--- src/rtl/precise_counter_ctrl_pkg.sv ---
// Shared definitions for the PreciseCounter control path: state encodings and default count width.
package precise_counter_ctrl_pkg;

    localparam int PC_W = 11;

    typedef enum logic [2:0] {
        ST_IDLE = 3'd0,
        ST_RUN  = 3'd1,
        ST_LAP  = 3'd2,
        ST_STOP = 3'd3,
        ST_DONE = 3'd4
    } pc_state_e;

endpackage

--- src/rtl/pc_tick_gen.sv ---
// Prescaler for the count timebase: counts 0..DIV-1 while enabled, holds otherwise,
// exposes the terminal condition combinationally and a registered 1-cycle tick.
module pc_tick_gen #(
    parameter int DIV = 1000
) (
    input  logic clk,
    input  logic rst,
    input  logic en_i,
    input  logic clr_i,
    output logic term_o,
    output logic tick_o
);
    localparam int PW = (DIV > 1) ? $clog2(DIV) : 1;
    localparam logic [PW-1:0] LAST = PW'(DIV - 1);

    logic [PW-1:0] pre_q, pre_d;
    logic          tick_q;

    assign term_o = en_i && (pre_q == LAST);
    assign tick_o = tick_q;

    // Holding the value while disabled keeps the fractional period across a stop.
    always_comb begin
        pre_d = pre_q;
        if (clr_i || term_o) pre_d = '0;
        else if (en_i)       pre_d = pre_q + 1'b1;
    end

    always_ff @(posedge clk) begin
        if (rst) begin
            pre_q  <= '0;
            tick_q <= 1'b0;
        end else begin
            pre_q  <= pre_d;
            tick_q <= term_o && !clr_i;
        end
    end

endmodule

--- src/rtl/precise_counter_ctrl.sv ---
// Start/stop/lap/clear FSM and prescaled count feeding the display holder.
// Optional lap auto-release when LAP_TIMEOUT_EN is defined.
module precise_counter_ctrl
    import precise_counter_ctrl_pkg::*;
#(
    parameter int W         = PC_W,
    parameter int DIV       = 1000,
    parameter int MAX_COUNT = 2047
`ifdef LAP_TIMEOUT_EN
    , parameter int LAP_TICKS = 500
`endif
) (
    input  logic         clk,
    input  logic         rst,
    input  logic         btn_ss,
    input  logic         btn_lap,
    input  logic         btn_clr,
    output logic [W-1:0] count,
    output logic         tick,
    output logic         hold_pause,
    output logic         hold_rst,
    output logic         running,
    output logic         done
);
    localparam logic [W-1:0] MAXV = W'(MAX_COUNT);

    pc_state_e    state_q, state_d;
    logic [W-1:0] count_q, count_d, count_inc;
    logic         ss_q, lap_q, clr_q;
    logic         ss_p, lap_p, clr_p;
    logic         hold_pause_q, hold_rst_q;
    logic         en, term, at_max, lap_expire;

    assign ss_p  = btn_ss  & ~ss_q;
    assign lap_p = btn_lap & ~lap_q;
    assign clr_p = btn_clr & ~clr_q;

    assign en        = (state_q == ST_RUN) || (state_q == ST_LAP);
    assign count_inc = count_q + 1'b1;
    assign at_max    = term && (count_inc == MAXV);

    pc_tick_gen #(.DIV(DIV)) u_tick (
        .clk    (clk),
        .rst    (rst),
        .en_i   (en),
        .clr_i  (clr_p),
        .term_o (term),
        .tick_o (tick)
    );

`ifdef LAP_TIMEOUT_EN
    localparam int LW = $clog2(LAP_TICKS + 1);
    logic [LW-1:0] lap_ticks_q, lap_ticks_d;

    assign lap_expire = term && (lap_ticks_q == LW'(LAP_TICKS - 1));

    always_comb begin
        lap_ticks_d = lap_ticks_q;
        if (state_q != ST_LAP) lap_ticks_d = '0;
        else if (term)         lap_ticks_d = lap_ticks_q + 1'b1;
    end

    always_ff @(posedge clk) begin
        if (rst) lap_ticks_q <= '0;
        else     lap_ticks_q <= lap_ticks_d;
    end
`else
    assign lap_expire = 1'b0;
`endif

    // Reaching MAX_COUNT beats a same-edge stop; otherwise clr > ss > lap > timeout.
    always_comb begin
        state_d = state_q;
        count_d = count_q;
        if (clr_p) begin
            state_d = ST_IDLE;
            count_d = '0;
        end else begin
            if (term) count_d = count_inc;
            unique case (state_q)
                ST_IDLE: if (ss_p) state_d = ST_RUN;
                ST_RUN: begin
                    if (at_max)     state_d = ST_DONE;
                    else if (ss_p)  state_d = ST_STOP;
                    else if (lap_p) state_d = ST_LAP;
                end
                ST_LAP: begin
                    if (at_max)                  state_d = ST_DONE;
                    else if (ss_p)               state_d = ST_STOP;
                    else if (lap_p | lap_expire) state_d = ST_RUN;
                end
                ST_STOP: if (ss_p) state_d = ST_RUN;
                ST_DONE: state_d = ST_DONE;
                default: state_d = ST_IDLE;
            endcase
        end
    end

    always_ff @(posedge clk) begin
        if (rst) begin
            state_q      <= ST_IDLE;
            count_q      <= '0;
            ss_q         <= 1'b0;
            lap_q        <= 1'b0;
            clr_q        <= 1'b0;
            hold_pause_q <= 1'b0;
            hold_rst_q   <= 1'b0;
        end else begin
            state_q      <= state_d;
            count_q      <= count_d;
            ss_q         <= btn_ss;
            lap_q        <= btn_lap;
            clr_q        <= btn_clr;
            hold_pause_q <= (state_q == ST_LAP);
            hold_rst_q   <= clr_p;
        end
    end

    assign count      = count_q;
    assign hold_pause = hold_pause_q;
    assign hold_rst   = hold_rst_q;
    assign running    = en;
    assign done       = (state_q == ST_DONE);

endmodule

--- config.mk ---
export PLATFORM = sky130hd
export DESIGN_NAME = precise_counter_ctrl
export DESIGN_NICKNAME = d
export VERILOG_FILES = /design/src/rtl/precise_counter_ctrl_pkg.sv /design/src/rtl/pc_tick_gen.sv /design/src/rtl/precise_counter_ctrl.sv
export SDC_FILE = /design/constraint.sdc
export NUM_CORES = 1
export LEC_CHECK = 0
export ABC_AREA = 1
export ABC_CLOCK_PERIOD_IN_PS = 1700
export CAP_MARGIN = 20
export CORE_AREA = 4 4 67 85
export DETAILED_ROUTE_END_ITERATION = 16
export DIE_AREA = 0 0 71 89
export SETUP_SLACK_MARGIN = 0.15
export SLEW_MARGIN = 20
export SYNTH_ARGS = -nofsm -noshare
export SYNTH_HDL_FRONTEND = slang
export SYNTH_SLANG_ARGS = --single-unit
--- constraint.sdc ---
create_clock -name clk -period 1.7 [get_ports clk]
set_input_delay 0.17 -clock clk [delete_from_list [all_inputs] [get_ports clk]]
set_output_delay 0.17 -clock clk [all_outputs]
set_load 0.02 [all_outputs]
==> flow_metrics.env, run 1 <==
export IMPL_drv_slew=0
export IMPL_postPlaceCellArea_um2=2050
export IMPL_p_comb_share_pct=9.6
export IMPL_numClockSinks=30
export IMPL_fill_cells=511
export IMPL_peakVddDrop_v=0.000311
export IMPL_row_count=29
export IMPL_timing_final_crit_share_pct=91.3
export IMPL_grtUsageTotal_pct=13.0
export IMPL_p_clk_share_pct=43.5
export IMPL_num_nets_final=290
export IMPL_ctsHoldBuffers=0
export IMPL_cts_clk_slew_worst_paths_ns=0.06
export IMPL_drv_cap=0
export IMPL_via_per_inst=4.77
export IMPL_rrSetupSlack_ns=0.15
export IMPL_antenna_found_initial=0
export IMPL_ys_top_cells_by_area="dfxtp_1 (36%), nand2_1 (12%), inv_1 (8.0%), nor2_1 (5.1%), a21oi_1 (4.2%)"
export IMPL_worstHoldStart="clr_q"
export IMPL_seqPwrFrac_pct=46.8
export IMPL_critPathCaptureType="flop"
export IMPL_grt_pass1_vias=1539
export IMPL_htreeDepth=2
export IMPL_syn_area_um2=1680
export IMPL_cp_common_cell="nand2_1"
export IMPL_synth_flop_cell="dfxtp_1"
export IMPL_clockRootBuffer="clkbuf_8"
export IMPL_start_kind="flop"
export IMPL_portBuffers=20
export IMPL_status="complete, no violations"
export IMPL_place_congestion=0.768
export IMPL_synth_top_cell_area_share_pct=35.7
export IMPL_synth_most_common_cell="nand2_1"
export IMPL_finalHoldViolations=0
export IMPL_insertion_delay_ns=0.28
export IMPL_io_pins=21
export IMPL_switching_power_uw=356
export IMPL_diodes=0
export IMPL_final_setup_tns_ns=0
export IMPL_initial_utilization_pct=34.1
export IMPL_rsz0062_at_grt="true"
export IMPL_arrival_ns=1.76
export IMPL_intPower_uw=1180
export IMPL_num_vias=1645
export IMPL_min_to="hold_rst"
export IMPL_ys_seq_area_share_pct=35.7
export IMPL_clockBufferDepth=2
export IMPL_crit_chain="ha_4 -> buf_4 -> nand3_1 -> nand2_1 -> nand2_1 -> clkinv_1 -> nand4_4 -> nand2_1 -> nand2_1 -> nand2_1 -> a21oi_1"
export IMPL_hold_depth=1
export IMPL_reg2reg_from="count[0]"
export IMPL_drtIter0Drc=95
export IMPL_ys_top_cells_by_count="nand2_1 (52), inv_1 (36), dfxtp_1 (30)"
export IMPL_critPathMaxStageDelay_ns=0.37
export IMPL_die_w_um=71
export IMPL_path_max_fanout=6
export IMPL_die_area_um2=6320
export IMPL_fmax_mhz=645
export IMPL_drive_gt1_share_pct=33.9
export IMPL_p_per_area_nw_per_um2=637
export IMPL_timing_rr_end="state_q[1]"
export IMPL_swShare_pct=23.2
export IMPL_grt_overflow=0
export IMPL_synth_distinct_cells=31
export IMPL_synth_enable_flop_cells=0
export IMPL_design_area_um2=2400
export IMPL_hpwl_um=2910
export IMPL_wl_um=3960
export IMPL_min_period_ns=1.55
export IMPL_worst_slew_pin_slew_ns=0.376
export IMPL_setup_violations=0
export IMPL_dr_pass1_iters=4
export IMPL_yosysWarnings=0
export IMPL_hold_path_class="reg -> reg"
export IMPL_cts_made_buffers=5
export IMPL_syn_avg_cell_area_um2=7.07
export IMPL_synth_top_cell_by_area="dfxtp_1"
export IMPL_ys_ff_latch=30
export IMPL_maxSlewHeadroom_pct=74.7
export IMPL_async_flop_share_pct=0
export IMPL_wire_per_inst_um=11.5
export IMPL_fin_skew_ns=0.00758
export IMPL_r2r_cells=11
export IMPL_cts_tree="done"
export IMPL_antenna_left=0
export IMPL_total_power_uw=1530
export IMPL_grt_pass1_wl_um=6510
export IMPL_synthesis_nets=246
export IMPL_p_leak_uw=0.000959
export IMPL_grt_max_degree=16
export IMPL_core_area_um2=4930
export IMPL_syn2layout_area_growth_pct=42.9
export IMPL_cp_required_ns=1.91
export IMPL_syn_inst=238
export IMPL_die_h_um=89
export IMPL_slowest_stage="dfxtp_4"
export IMPL_crit_type="reg -> reg"
export IMPL_drc=0
cell families (layout without fill, tap and decap cells):
family          after synthesis  in the layout  synth area share, %
simple gates                127            127                 40.0
xor+xnor                      3              3                 1.56
compound gates               33             33                 10.9
buf+inv                      42             87                 9.52
fa+ha+maj                     3              3                 2.23
flops                        30             30                 35.7
repair_timing:
action,4_1_cts,5_1_grt
pin swaps,13,13
setup buffers,9,1
resized for setup,11,42
setup endpoints to repair,16,17
how the worst max path moves through the flow:
stage | startpoint | endpoint | slack, ns | cells past startpoint
2_1_floorplan | count[0] | state_q[0] | 0.15 | 12
5_1_grt | count[2] | state_q[0] | 0.04 | 10
3_3_place_gp | count[1] | state_q[1] | 0.01 | 12
4_1_cts | count[1] | state_q[0] | 0.07 | 11
6_report | count[0] | state_q[1] | 0.15 | 11
3_5_place_dp | count[1] | state_q[0] | 0.007 | 11
registers in the layout (all words and copies together), names as in the netlist:
register / cells
lap_q: 1
clr_q: 1
state_q: 3
count: 11
hold_pause: 1
hold_rst: 1
ss_q: 1
u_tick.pre_q: 10
u_tick.tick_o: 1
metal layers:
metal  share of wire (%)  global-route usage [%]  vias up
met5                   0                       0        -
met4                 1.8                    6.84        0
met3                 3.8                    2.36        5
met2                  54                    24.9       27
met1                  41                    13.4      761
li1                    -                       -      852
metrics by stage:
step | instances | utilization [%] | hold WS [ns] | worst slack [ns]
floorplan | 238 | - | 0.242 | 0.150
global placement | 327 | 41.5 | 0.411 | 0.0134
detailed placement | 327 | 41.5 | 0.416 | 0.00697
CTS | 344 | 45.6 | 0.420 | 0.0665
global route | 345 | 48.7 | 0.442 | 0.0397
finish | 345 | 48.7 | 0.419 | 0.149
critical path, delay by kind of cell, from the launching register on:
| kind | cells | cell delay [ns] |
|---|---|---|
| simple gates | 7 | 0.55 |
| flops | 1 | 0.37 |
| buf+inv | 2 | 0.27 |
| fa+ha+maj | 1 | 0.18 |
| compound gates | 1 | 0.12 |
cell type report:
cell class / instances / area [um^2] / share of cell area [%]
clock buffer: 8 / 110 / 4.58
sequential: 30 / 634 / 26.4
inverter: 40 / 153 / 6.35
multi-input combinational: 166 / 1070 / 44.5
tap: 62 / 77.6 / 3.23
timing repair buffer: 39 / 358 / 14.9
cell usage in the layout (no fill, tap or decap), types with 3 or more instances in the layout:
| cell type | instances |
|---|---|
| a21oi_1 | 14 |
| buf_4 | 13 |
| buf_6 | 6 |
| clkbuf_8 | 8 |
| clkdlybuf4s50_1 | 17 |
| dfxtp_1 | 19 |
| dfxtp_2 | 3 |
| dfxtp_4 | 8 |
| inv_1 | 31 |
| inv_2 | 7 |
| nand2_1 | 44 |
| nand2_2 | 13 |
| nand2_4 | 4 |
| nand3_1 | 11 |
| nand3_2 | 4 |
| nand4_1 | 5 |
| nor2_1 | 19 |
| nor2_4 | 10 |
| nor3_1 | 4 |
| o21ai_0 | 7 |
| o22ai_1 | 6 |
power groups by stage:
stage	Combinational, uW	Clock, uW	Sequential, uW
3_3_place_gp	142	0	740
4_1_cts	146	698	724
6_report	147	667	717
3_5_place_dp	144	0	740
2_1_floorplan	80.5	0	743
5_1_grt	165	720	718
No activity file was read; power rests on OpenSTA's default activity.
==> run 2, diff against run 1 <==
RECOVER_POWER = 25   (was unset)
==> flow_metrics.env, run 2 (synthesis results as in run 1) <==
export IMPL_die_area_um2=6320
export IMPL_numClockSinks=30
export IMPL_cp_required_ns=1.92
export IMPL_place_congestion=0.768
export IMPL_clockRootBuffer="clkbuf_8"
export IMPL_min_period_ns=1.55
export IMPL_fill_cells=513
export IMPL_p_per_area_nw_per_um2=637
export IMPL_peakVddDrop_v=0.000308
export IMPL_timing_final_crit_share_pct=91.1
export IMPL_wire_per_inst_um=11.4
export IMPL_grt_pass1_vias=1539
export IMPL_io_pins=21
export IMPL_cts_made_buffers=5
export IMPL_crit_type="reg -> reg"
export IMPL_r2r_cells=11
export IMPL_via_per_inst=4.75
export IMPL_insertion_delay_ns=0.28
export IMPL_drv_slew=0
export IMPL_grt_pass1_wl_um=6510
export IMPL_finalHoldViolations=0
export IMPL_final_common_cell="nand2_1"
export IMPL_fin_skew_ns=0.00728
export IMPL_final_cell_mix="nand2_1 (44), inv_1 (31), nor2_1 (19), dfxtp_1 (19), a21oi_1 (14)"
export IMPL_largest_reg_flops=11
export IMPL_hpwl_um=2910
export IMPL_diodes=0
export IMPL_dp_cells=327
export IMPL_row_count=29
export IMPL_setup_violations=0
export IMPL_dr_pass1_iters=4
export IMPL_arrival_ns=1.77
export IMPL_postPlaceCellArea_um2=2050
export IMPL_initial_utilization_pct=34.1
export IMPL_drive_gt1_share_pct=33.6
export IMPL_num_vias=1639
export IMPL_design_area_um2=2400
export IMPL_grt_max_degree=16
export IMPL_maxSlewHeadroom_pct=74.7
export IMPL_grt_overflow=0
export IMPL_worst_slew_pin_slew_ns=0.376
export IMPL_hold_depth=1
export IMPL_ctsHoldBuffers=0
export IMPL_final_setup_tns_ns=0
export IMPL_die_w_um=71
export IMPL_drv_cap=0
export IMPL_cts_clk_slew_worst_paths_ns=0.07
export IMPL_place_ws_ns=0.00697
export IMPL_path_max_fanout=3
export IMPL_worst_slack_ns=0.151
export IMPL_rsz0062_at_grt="true"
export IMPL_htreeDepth=2
export IMPL_syn2layout_area_growth_pct=42.6
export IMPL_core_area_um2=4930
export IMPL_start_kind="flop"
export IMPL_drtIter0Drc=97
export IMPL_critPathCaptureType="flop"
export IMPL_cts_tree="done"
export IMPL_wl_um=3940
export IMPL_portBuffers=20
export IMPL_drc=0
export IMPL_die_h_um=89
export IMPL_antenna_left=0
export IMPL_final_util_pct=48.6
export IMPL_antenna_found_initial=0
export IMPL_clockBufferDepth=2
export IMPL_p_leak_uw=0.000965
export IMPL_num_nets_final=290
export IMPL_hold_path_class="reg -> reg"
export IMPL_layoutNonFillerInstCount=345
export IMPL_fmax_mhz=646
export IMPL_grtUsageTotal_pct=13.0
export IMPL_status="complete, no violations"
run 2: cell types whose count changed in the layout (fill, tap and decap cells not counted):
cell / delta
clkdlybuf4s50_1: -4
dlygate4sd3_1: +4
buf_4: -1
clkbuf_1: +1
run 2: worst paths after layout:
| check | endpoint | slack, ns | startpoint |
|---|---|---|---|
| worst max-delay path | state_q[0] | 0.15 | u_tick.pre_q[1] |
| worst min-delay path | hold_rst | 0.42 | clr_q |
| worst max register to register | state_q[0] | 0.15 | u_tick.pre_q[1] |
| worst min register to register | hold_rst | 0.42 | clr_q |
run 2: cell type report:
type / count / area, um^2 / area share (%)
clock buffers: 8 / 110 / 4.59
inverters: 40 / 153 / 6.36
multi-input cells: 166 / 1070 / 44.6
flip-flops and latches: 30 / 634 / 26.4
well taps: 62 / 77.6 / 3.23
repair buffers: 39 / 354 / 14.8
run 2: report_power, final:
group	leakage (uW)	internal [uW]	switching, uW
sequential	0.000251	705	11.9
clock	0.0000575	408	258
combinational	0.000657	60.2	85.1
run 2: per-stage QoR:
| stage | hold WS [ns] | total power, uW |
|---|---|---|
| 2_1_floorplan | 0.242 | 824 |
| 3_3_place_gp | 0.411 | 882 |
| 3_5_place_dp | 0.416 | 883 |
| 4_1_cts | 0.420 | 1570 |
| 5_1_grt | 0.442 | 1600 |
| 6_report | 0.419 | 1530 |
run 2: critical path, stage by stage (launching register included):
cell	delay [ns]
dfxtp_4	0.36
ha_4	0.13
nand2_2	0.08
nor2_4	0.13
nand3_4	0.10
nor2_8	0.10
nand2_2	0.08
nor2_4	0.10
nand4_4	0.09
a21oi_2	0.12
nand2_1	0.07
a21oi_2	0.12
run 2: routing by layer:
layer	part of all wire (%)	wire length, um	track usage [%]	up-vias
met2	54	2120	24.9	23
met4	1.9	73	6.84	0
met1	41	1610	13.4	758
met3	3.6	141	2.36	5
met5	0	0	0	-
li1	-	-	-	853
run 2: timing repair:
item,in CTS,in global routing
buffers inserted,9,1
hold endpoints to repair,0,0
pin swaps,13,13
resized for setup,11,42
setup endpoints to repair,16,17
